File: src/rtl/clk_sched_pkg.sv
// rtl/clk_sched_pkg.sv - shared types and defaults for the clock burst scheduler
package clk_sched_pkg;

    localparam int CNT_W_DEF        = 8;
    localparam int BURST_W_DEF      = 16;
    localparam int DUT_HALF_RST_DEF = 2;
    localparam int ADC_HALF_RST_DEF = 5;

    typedef enum logic [1:0] {
        ST_IDLE  = 2'd0,
        ST_ALIGN = 2'd1,
        ST_RUN   = 2'd2,
        ST_FLUSH = 2'd3
    } state_e;

endpackage

File: src/rtl/clk_half_div.sv
// rtl/clk_half_div.sv - half-period divider: counter, toggle register, rise/fall flags
module clk_half_div #(
    parameter int CNT_W = 8
) (
    input  logic             clk_in,
    input  logic             rst_n,
    input  logic [CNT_W-1:0] i_half,
    input  logic             i_load,
    input  logic [CNT_W-1:0] i_load_val,
    input  logic             i_en,
    output logic             o_clk,
    output logic             o_rise,
    output logic             o_fall
);

    logic [CNT_W-1:0] r_cnt;
    logic             r_clk;
    logic             w_tc;

    assign w_tc   = (r_cnt == i_half - CNT_W'(1));
    assign o_clk  = r_clk;
    assign o_rise = !i_load && i_en && w_tc && !r_clk;
    assign o_fall = !i_load && i_en && w_tc && r_clk;

    // Without enable the counter parks at 0 and the clock level is frozen.
    always_ff @(posedge clk_in or negedge rst_n) begin
        if (!rst_n) begin
            r_cnt <= '0;
            r_clk <= 1'b0;
        end else if (i_load) begin
            r_cnt <= i_load_val;
            r_clk <= 1'b0;
        end else if (i_en) begin
            if (w_tc) begin
                r_cnt <= '0;
                r_clk <= !r_clk;
            end else begin
                r_cnt <= r_cnt + CNT_W'(1);
            end
        end else begin
            r_cnt <= '0;
        end
    end

endmodule

File: src/rtl/clk_burst_scheduler.sv
// rtl/clk_burst_scheduler.sv - glitch-free DUT/ADC clock sequencer with sample-counted bursts
// Optional ADC phase offset: define CLK_SCHED_ADC_PHASE_EN.
module clk_burst_scheduler
    import clk_sched_pkg::*;
#(
    parameter int CNT_W        = CNT_W_DEF,
    parameter int BURST_W      = BURST_W_DEF,
    parameter int DUT_HALF_RST = DUT_HALF_RST_DEF,
    parameter int ADC_HALF_RST = ADC_HALF_RST_DEF
) (
    input  logic               clk_in,
    input  logic               rst_n,
    input  logic               cfg_valid,
    output logic               cfg_ready,
    input  logic [CNT_W-1:0]   cfg_dut_half,
    input  logic [CNT_W-1:0]   cfg_adc_half,
    input  logic [BURST_W-1:0] cfg_burst,
`ifdef CLK_SCHED_ADC_PHASE_EN
    input  logic [CNT_W-1:0]   cfg_adc_phase,
`endif
    input  logic               start,
    input  logic               stop,
    output logic               dut_clk,
    output logic               adc_clk,
    output logic               adc_sample_stb,
    output logic [BURST_W-1:0] sample_cnt,
    output logic               busy,
    output logic               done,
    output logic [1:0]         state_dbg
);

    state_e             r_state, w_state_nxt;
    logic [CNT_W-1:0]   r_dut_half, r_adc_half, r_adc_phase;
    logic [BURST_W-1:0] r_burst, r_sample_cnt;
    logic               r_stb, r_done;
    logic               w_cfg_ready, w_load, w_dut_en, w_adc_en, w_burst_hit;
    logic [CNT_W-1:0]   w_adc_load_val, w_adc_phase_lim;
    logic               w_dut_clk, w_adc_clk, w_adc_rise;
    logic               w_dut_rise_unused, w_dut_fall_unused, w_adc_fall_unused;

    assign w_burst_hit     = (r_burst != '0) && (r_sample_cnt == r_burst);
    assign w_adc_phase_lim = (r_adc_phase > r_adc_half - CNT_W'(1)) ? r_adc_half - CNT_W'(1) : r_adc_phase;

    always_ff @(posedge clk_in or negedge rst_n) begin
        if (!rst_n) r_state <= ST_IDLE;
        else        r_state <= w_state_nxt;
    end

    always_comb begin
        w_state_nxt = r_state;
        case (r_state)
            ST_IDLE:  if (start && !stop)           w_state_nxt = ST_ALIGN;
            ST_ALIGN: w_state_nxt = stop ? ST_FLUSH : ST_RUN;
            ST_RUN:   if (stop || w_burst_hit)      w_state_nxt = ST_FLUSH;
            ST_FLUSH: if (!w_dut_clk && !w_adc_clk) w_state_nxt = ST_IDLE;
            default:  w_state_nxt = ST_IDLE;
        endcase
    end

    // A high clock in FLUSH keeps counting so it can only fall at terminal count.
    always_comb begin
        w_cfg_ready    = (r_state == ST_IDLE);
        w_load         = (r_state == ST_IDLE) || (r_state == ST_ALIGN);
        w_adc_load_val = (r_state == ST_ALIGN) ? w_adc_phase_lim : '0;
        w_dut_en       = (r_state == ST_RUN) || ((r_state == ST_FLUSH) && w_dut_clk);
        w_adc_en       = (r_state == ST_RUN) || ((r_state == ST_FLUSH) && w_adc_clk);
    end

    always_ff @(posedge clk_in or negedge rst_n) begin
        if (!rst_n) begin
            r_dut_half  <= CNT_W'(DUT_HALF_RST);
            r_adc_half  <= CNT_W'(ADC_HALF_RST);
            r_adc_phase <= '0;
            r_burst     <= '0;
        end else if (cfg_valid && w_cfg_ready) begin
            r_dut_half  <= (cfg_dut_half == '0) ? CNT_W'(1) : cfg_dut_half;
            r_adc_half  <= (cfg_adc_half == '0) ? CNT_W'(1) : cfg_adc_half;
`ifdef CLK_SCHED_ADC_PHASE_EN
            r_adc_phase <= cfg_adc_phase;
`else
            r_adc_phase <= '0;
`endif
            r_burst     <= cfg_burst;
        end
    end

    always_ff @(posedge clk_in or negedge rst_n) begin
        if (!rst_n) begin
            r_sample_cnt <= '0;
            r_stb        <= 1'b0;
            r_done       <= 1'b0;
        end else begin
            r_stb  <= (r_state == ST_RUN) && w_adc_rise;
            r_done <= (r_state == ST_FLUSH) && (w_state_nxt == ST_IDLE);
            if ((r_state == ST_IDLE) && (w_state_nxt == ST_ALIGN))
                r_sample_cnt <= '0;
            else if ((r_state == ST_RUN) && w_adc_rise && (r_sample_cnt != '1))
                r_sample_cnt <= r_sample_cnt + BURST_W'(1);
        end
    end

    clk_half_div #(.CNT_W(CNT_W)) u_dut_div (
        .clk_in     (clk_in),
        .rst_n      (rst_n),
        .i_half     (r_dut_half),
        .i_load     (w_load),
        .i_load_val ('0),
        .i_en       (w_dut_en),
        .o_clk      (w_dut_clk),
        .o_rise     (w_dut_rise_unused),
        .o_fall     (w_dut_fall_unused)
    );

    clk_half_div #(.CNT_W(CNT_W)) u_adc_div (
        .clk_in     (clk_in),
        .rst_n      (rst_n),
        .i_half     (r_adc_half),
        .i_load     (w_load),
        .i_load_val (w_adc_load_val),
        .i_en       (w_adc_en),
        .o_clk      (w_adc_clk),
        .o_rise     (w_adc_rise),
        .o_fall     (w_adc_fall_unused)
    );

    assign cfg_ready      = w_cfg_ready;
    assign dut_clk        = w_dut_clk;
    assign adc_clk        = w_adc_clk;
    assign adc_sample_stb = r_stb;
    assign sample_cnt     = r_sample_cnt;
    assign busy           = (r_state != ST_IDLE);
    assign done           = r_done;
    assign state_dbg      = r_state;

endmodule
File: config.mk
export PLATFORM = sky130hd
export DESIGN_NAME = clk_burst_scheduler
export DESIGN_NICKNAME = d
export VERILOG_FILES = /design/src/rtl/clk_sched_pkg.sv /design/src/rtl/clk_half_div.sv /design/src/rtl/clk_burst_scheduler.sv
export SDC_FILE = /design/constraint.sdc
export NUM_CORES = 1
export LEC_CHECK = 0
export CAP_MARGIN = 25
export CORE_ASPECT_RATIO = 2
export CORE_MARGIN = 4
export CORE_UTILIZATION = 30
export DETAILED_ROUTE_END_ITERATION = 8
export HOLD_SLACK_MARGIN = 0.03
export PLACE_DENSITY = 0.55
export SLEW_MARGIN = 10
export SYNTH_ARGS = -nofsm -noshare
export SYNTH_HDL_FRONTEND = slang
export SYNTH_SLANG_ARGS = --single-unit
File: constraint.sdc
create_clock -name clk_in -period 6.2 [get_ports clk_in]
set_input_delay 0.62 -clock clk_in [delete_from_list [all_inputs] [get_ports clk_in]]
set_output_delay 0.62 -clock clk_in [all_outputs]
set_load 0.01 [all_outputs]
---- After elaboration in Yosys (flattened, before gate mapping) ----
Index checks and enable logic that the tools add are counted.
word-level totals
  flip-flop bits (word level) ............. 70
  bits of input ports ..................... 37
  output and inout bits ................... 24
cells by class
  multiplexer cells ....................... 23
  magnitude comparators ................... 1
  reduce and logical (&&, ||, !) cells .... 34
  add/sub/neg operators ................... 5
  equality and inequality tests ........... 8
operators with widths
  cell                   count
  $mux 8                 10
  $mux 16                2
  $add 16x1->16 const B  1
  $add 8x1->8 const B    2
  $eq 16x16->1           1
  $eq 8x8->1             2
  $logic_not 8->1        2
  $ne 16x16->1 const B   1
  $reduce_bool 16->1     1
  $sub 8x1->8 const B    2
  $logic_and 1x1->1      13
  $reduce_bool 2->1      6
  $gt 1x8->1 const A     1
  $pmux 2 s4             1
  $mux 1                 7
  $mux 2                 3
  $eq 2x1->1 const B     2
  $eq 2x2->1 const B     2
  $logic_not 1->1        4
  $logic_not 2->1        2
  $logic_or 1x1->1       4
  $reduce_and 2->1       2

---- Longest topological paths before layout ----
Gate-level depths: netlist of the first run.
  word-level depth ........................ 10
  depth in mapped cells ................... 9
  depth with buffers taken out ............ 9

---- Cells and area by module ----
A second synthesis of the first run with hierarchy kept.
unflattened totals
  cell total of the unflattened synthesis .. 401
  area, all modules ....................... 4,122.7 µm²
modules (own cells, without submodules)
  module               sequential area each (µm²)  area each (µm²)  cells an instance  instances
  clk_burst_scheduler  1,305.0                     2,593.7          223                1
  clk_half_div         225.2                       764.5            89                 2

---- Worst setup path before layout of the first run ----
Ideal clock, no wire load.
  path kind ............................... flip-flop to flip-flop
  from .................................... register r_adc_half[0]
  to ...................................... register r_sample_cnt[13], in the netlist sample_cnt[13]
  setup slack ............................. 3.808 ns
  required time ........................... 6.122 ns
  clock period less this slack ............ 2.392 ns
  cell stages (with the launch flop) ...... 9
  arrival time ............................ 2.313 ns
  cell sequence ........................... dfstp_2 -> inv_1 -> ha_1 -> xor2_1 -> nand3_1 -> a2111oi_4 -> nand4_4 -> or4_1 -> a21oi_1
between the ends
  word-level cells in the longest chain between the ends .. 7
RTL lines
  what                                line                       RTL
  from (decl)                         clk_burst_scheduler.sv:33  logic [CNT_W-1:0] r_dut_half, r_adc_half, r_adc_phase;
  from (signal assigned)              clk_burst_scheduler.sv:72  r_adc_half <= CNT_W'(ADC_HALF_RST);
  from (signal assigned)              clk_burst_scheduler.sv:77  r_adc_half <= (cfg_adc_half == '0) ? CNT_W'(1) : cfg_adc_half;
  $sub 8x1->8                         clk_half_div.sv:20         assign w_tc = (r_cnt == i_half - CNT_W'(1));
  $eq 8x8->1                          clk_half_div.sv:20
  $logic_and 1x1->1 (2 in a row)      clk_half_div.sv:22         assign o_rise = !i_load && i_en && w_tc && !r_clk;
  $logic_and 1x1->1 (2 in a row)      clk_burst_scheduler.sv:97  else if ((r_state == ST_RUN) && w_adc_rise && (r_sample_cnt != '1))
  $reduce_bool 2->1 (no source line)  n/a
  to (signal assigned)                clk_burst_scheduler.sv:98  r_sample_cnt <= r_sample_cnt + BURST_W'(1);
  to (decl)                           clk_burst_scheduler.sv:34  logic [BURST_W-1:0] r_burst, r_sample_cnt;
Every way passes these cells.
A chain may end at the register's enable or synchronous reset.

---- Final worst setup path of the first run ----
  from .................................... register r_adc_half[0]
  to ...................................... register r_sample_cnt[3], in the netlist sample_cnt[3]
The elaborated chain is that of the path after synthesis.

==> results of run 1 <==
==> power by group <==
| part | internal, mW | leakage, nW | switching, mW |
|---|---|---|---|
| Clock | 0.320 | 0.141 | 0.194 |
| Sequential | 0.616 | 0.896 | 0.227 |
| Combinational | 0.389 | 0.881 | 0.332 |
| Total | 1.33 | 1.92 | 0.753 |
==> stage by stage <==
step | utilization (%) | total power, mW
3_3_place_gp | 36.9 | 1.57
4_1_cts | 39.4 | 2.12
6_report | 39.4 | 2.08
3_5_place_dp | 36.9 | 1.58
5_1_grt | 39.4 | 2.23
2_1_floorplan | - | 1.30
==> flip-flops by register name, indices dropped and copies added, names as in the netlist <==
signal,cells
u_adc_div.o_clk,1
r_dut_half,8
u_dut_div.o_clk,1
r_adc_half,8
sample_cnt,16
u_dut_div.r_cnt,8
adc_sample_stb,1
state_dbg,2
done,1
r_burst,16
u_adc_div.r_cnt,8
==> layout make-up <==
class / count / area share [%]
multi-input combinational: 264 / 39.6
sequential: 70 / 36.7
timing repair buffer: 63 / 12.9
clock buffer: 10 / 5.00
tap: 147 / 3.85
clock inverter: 5 / 1.23
inverter: 8 / 0.629
==> cells in the final DEF (no fill, tap or decap), types with 3 or more instances in the layout <==
cell             synthesis  routed
nand3b_1                 4       4
buf_4                    0       3
o21a_1                   3       3
nor3_1                   9       9
mux2i_1                  3       3
a21oi_1                 12      12
or4_1                    5       5
or3_1                    9       9
nand2b_1                 7       7
nor2_1                  31      31
dfrtp_1                 67      67
nor4_1                   9       9
o31ai_1                  3       3
dfstp_2                  3       3
o21ai_0                 21      21
clkbuf_16                0       9
mux2_2                  28      28
nand3_1                 20      20
nand4_1                  9       9
nand2_1                 13      13
xor2_1                  25      25
clkdlybuf4s50_1          0      59
xnor2_1                 24      24
and3_1                   6       6
inv_1                    8       8
ha_1                     5       5
==> layer usage <==
metal	global-route usage (%)	up-vias
met3	2.38	15
met5	0	-
met1	15.2	1401
li1	-	1383
met4	6.88	0
met2	25.8	62
==> final timing paths <==
kind | end | slack [ns]
hold / removal | r_burst[8]$_DFFE_PN0P_ | 0.46
min in group clk_in | r_dut_half[1]$_DFFE_PN1P_ | 0.52
hold reg to reg | r_dut_half[1]$_DFFE_PN1P_ | 0.52
setup reg to reg | sample_cnt[3]$_DFFE_PN0P_ | 3.55
setup / recovery | sample_cnt[3]$_DFFE_PN0P_ | 3.55
max in group asynchronous | state_dbg[0]$_DFF_PN0_ | 5.10
==> cells by family (layout without fill, tap and decap cells) <==
group / Yosys count / after routing / synth area share, %
DFF: 70 / 70 / 47.3
adders and majority gates: 5 / 5 / 1.68
and+or+nand+nor: 133 / 133 / 20.1
muxes: 31 / 31 / 9.30
xor gates and xnor gates: 50 / 50 / 12.3
buffers and inverters: 17 / 86 / 1.79
AOI/OAI and AO/OA: 45 / 45 / 7.55
==> impl_metrics.tcl, run 1 <==
set metrics [dict create \
    synthesis.area_sq_um 3710 \
    num_rows 57 \
    holdBufCountCts 0 \
    cts_tree "yes" \
    crit_chain "inv_1 > ha_1 > xor2_1 > nand3_1 > a2111oi_4 > nand3_1 > or3_1 > a21oi_1" \
    fmax_ghz 0.378 \
    pin_count 61 \
    drive_gt1_share_pct 13.3 \
    cp_num_buf_inv 1 \
    cts.clk_slew.worst_paths_ns 0.06 \
    met2WireLength_microns 5230 \
    clkSinkCount 70 \
    grt_first_pass_wirelength_microns 15400 \
    fin_crit_sh_pct 42.7 \
    final_cell_area_sq_um 4780 \
    power_leakage_nw 1.92 \
    ant_nets 0 \
    synthDistinctLibCells 40 \
    first_pass_iters 4 \
    synthArstFlopShare_pct 100 \
    n_antenna_cell 0 \
    hold_viol_final 0 \
    rsz0062_at_grt "false" \
    core_area_sq_um 12100 \
    dieHeight_microns 165 \
    dr_wl_met3_microns 327 \
    synth_area_leader_cell "dfrtp_1" \
    setup_tns_ns 0 \
    slew_headroom_pct 39.2 \
    worst-setup-path-type "reg -> reg" \
    clockBufferDepth 2 \
    hold_class "in -> async" \
    drv_slew 0 \
    dieArea_sq_um 14300 \
    power.density_nw_per_um2 435 \
    yosysTopAreaCellShare_pct 45.1 \
    synth_edf_count 0 \
    finalNetCount 458 \
    n_fill_cell 1182 \
    start_util_pct 30.6 \
    cpPeakStageDelay_ns 0.58 \
    worstReg2RegStart "r_adc_half[0]$_DFFE_PN1P_" \
    worst_slack_ns 3.55 \
    dpl.hpwl_microns 7150 \
    syn_to_final_growth_pct 28.6 \
    crit_fanout 7 \
    post-place-ws_ns 3.55 \
    synth_most_common_cell "dfrtp_1" \
    fin_skew_ns 0.00746 \
    cp-startpoint "r_adc_half[0]$_DFFE_PN1P_" \
    syn_area_per_cell_sq_um 10.6 \
    period_needed_ns 2.65 \
    crit_path_frequent_cell "nand3_1" \
    hold_ws_ns 0.456 \
    yosysWarnings 0 \
    grt_max_degree 71 \
    syn_inst 351 \
    wl_met1_microns 3700 \
    start_kind "flip-flop" \
    synth_common_cells "67 x dfrtp_1, 31 x nor2_1, 28 x mux2_2" \
    synth_fp_nets 393 \
    totalWireLength_microns 9490 \
    htree_levels 3 \
    drtIter0Drc 129 \
    slowest_stage "dfstp_2" \
    worst-endpoint-arrival_ns 2.91 \
    chipWidth_microns 86.7 \
    top_layer_used "met4" \
    grt_pass1_vias 2998 \
    synth-seq-cells 70 \
    viasPerCell 5.05 \
    drc 0 \
    finalNonFillerCells 567 \
    register_area_sq_um 1760 \
    synth_top_flop_cell "dfrtp_1" \
    placement.io_buffers 60 \
    clock_latency_ns 0.33 \
    status "finished, final reports clean" \
    gp_congestion 0.833 \
    track_usage_pct 14.1 \
    reg2regPathDepth 8 \
    critPathRequiredTime_ns 6.46 \
    synth.yosys.seq_area_share_pct 47.3 \
    multi_input_area_sq_um 1890 \
    placed_area_sq_um 4480 \
    numCtsBuffers 9 \
    cts_resized 0 \
    synth.area.top_cells "dfrtp_1 45%, mux2_2 8.5%, xor2_1 5.9%" \
    ir_drop_mv 0.206 \
    path_depth 8 \
    antenna_found_initial 0 \
    worstSetupEndpointType "flip-flop" \
    dp_cells 552 \
    crit_family "simple AND/OR/NAND/NOR gates" \
    root_buffer "clkbuf_16" \
    overflow 0 \
    drv_cap 0 \
    cts_setup_buffers 0 \
    worst_slew_pin_slew_ns 0.911 \
    wl_per_cell_microns 16.7 \
    dr_total_vias 2861 \
    setup_violations 0 \
]
Note: power is estimated with default switching activity, not from simulation.
==> inputs of run 2 (changes only) <==
Settings changed: PLACE_DENSITY 0.55 to 0.57.
Clock period 6.2 ns to 2.3 ns, I/O delays scaled along.
==> impl_metrics.tcl, run 2 (synthesis gave the netlist of run 1 again) <==
set metrics [dict create \
    worst-setup-path-type "reg -> reg" \
    dp_cells 582 \
    clkSinkCount 70 \
    critPathRequiredTime_ns 2.56 \
    htree_levels 3 \
    fin_skew_ns 0.00417 \
    drtIter0Drc 90 \
    chipWidth_microns 86.7 \
    status "finished with violations" \
    drv_slew 0 \
    dr_total_vias 3087 \
    track_usage_pct 15.0 \
    rsz0062_at_grt "true" \
    finalNonFillerCells 604 \
    cts_tree "yes" \
    grt_pass1_vias 3310 \
    worst_slack_ns -0.0127 \
    syn_to_final_growth_pct 39.0 \
    worstSetupEndpointType "flip-flop" \
    antenna_found_initial 0 \
    hold_ws_ns 0.457 \
    root_buffer "clkbuf_16" \
    dieHeight_microns 165 \
    slew_headroom_pct 59.6 \
    numCtsBuffers 9 \
    finalNetCount 494 \
    fin_crit_sh_pct 101 \
    finalPower_mw 5.97 \
    totalWireLength_microns 10200 \
    wl_per_cell_microns 16.8 \
    ir_drop_mv 0.704 \
    post-place-ws_ns -0.103 \
    violations "setup timing" \
    dpl.hpwl_microns 7720 \
    crit_fanout 6 \
    grt_first_pass_wirelength_microns 16500 \
    clockBufferDepth 2 \
    ant_nets 0 \
    first_pass_iters 4 \
    worst_slew_pin_slew_ns 0.606 \
    n_antenna_cell 0 \
    dieArea_sq_um 14300 \
    placement.io_buffers 60 \
    post-route-util_pct 42.6 \
    drc 0 \
    drv_cap 0 \
    grt_max_degree 37 \
    final_common_cell "dfrtp_1" \
    viasPerCell 5.11 \
    fmax_ghz 0.432 \
    power_leakage_nw 2.14 \
    pin_count 61 \
    hold_viol_final 0 \
    start_kind "flip-flop" \
    hold_class "in -> async" \
    overflow 0 \
    num_rows 57 \
    final_cell_mix "67 x dfrtp_1, 59 x clkdlybuf4s50_1, 33 x buf_4" \
    clock_latency_ns 0.33 \
    setup_violations 1 \
    drive_gt1_share_pct 23.0 \
    power.density_nw_per_um2 1160 \
    worst-endpoint-arrival_ns 2.58 \
    reg2regPathDepth 9 \
    period_needed_ns 2.31 \
    start_util_pct 30.6 \
    core_area_sq_um 12100 \
    gp_congestion 0.904 \
    cts.clk_slew.worst_paths_ns 0.06 \
]
## run 2: layout make-up
cell class | instances | area [sq um]
fillers | 1198 | 6960
multi-input cells | 264 | 1970
flip-flops and latches | 70 | 1760
repair buffers | 99 | 936
clock buffers | 11 | 253
well taps | 147 | 184
clock inverters | 5 | 33.8
inverters | 8 | 30.0
## run 2: worst max-delay path: stages (launching register included)
cell and delay, ns:
dfstp_2 0.54, inv_2 0.05, ha_4 0.24, xor2_2 0.16, nand3_2 0.10, a2111oi_4 0.19
buf_4 0.19, nand4_4 0.14, or4_4 0.51, a21oi_2 0.12
## run 2: metal layers
metal	up-vias	part of all wire, %	GRT usage (%)
met5	-	0	0
met4	0	2.8	6.95
met3	16	4.7	3.43
met2	76	56	28.2
met1	1530	36	15.2
li1	1465	-	-
## run 2: what timing repair did
action	in CTS	in global routing
buffers inserted	3	2
hold buffers	1	0
endpoints found under the hold margin	17	0
endpoints found under the setup margin	10	25
pin swaps	6	4
gates resized for setup	3	14
## run 2: worst paths after layout
| check | endpoint | slack [ns] | from |
|---|---|---|---|
| setup / recovery | sample_cnt[13]$_DFFE_PN0P_ | -0.01 | r_adc_half[0]$_DFFE_PN1P_ |
| hold / removal | r_burst[1]$_DFFE_PN0P_ | 0.46 | rst_n |
| setup reg to reg | sample_cnt[13]$_DFFE_PN0P_ | -0.01 | r_adc_half[0]$_DFFE_PN1P_ |
| hold reg to reg | r_dut_half[1]$_DFFE_PN1P_ | 0.53 | r_dut_half[1]$_DFFE_PN1P_ |
| max in group asynchronous | done$_DFF_PN0_ | 1.28 | rst_n |
| min in group clk_in | r_dut_half[1]$_DFFE_PN1P_ | 0.47 | cfg_dut_half[1] |
## run 2: metrics by stage
stage	setup TNS (ns)	instance area [sq um]
global placement	-0.0640	4740
global route	-0.882	5160
finish	-0.0127	5160
CTS	-0.127	5090
floorplan	-0.178	3710
detailed placement	-0.169	4740
## run 2: power by group
part	total [mW]	switching [mW]	internal [mW]	leakage (nW)
clock	1.32	0.532	0.786	0.138
sequential	2.12	0.455	1.66	0.896
combinational	2.53	1.18	1.35	1.11
total	5.97	2.16	3.80	2.14
==> inputs of run 3 (changes only) <==
Settings changed: SLEW_MARGIN 10 to 20.
==> results of run 3 <==
Final layout, timing and power as in run 2 (identical DEF).
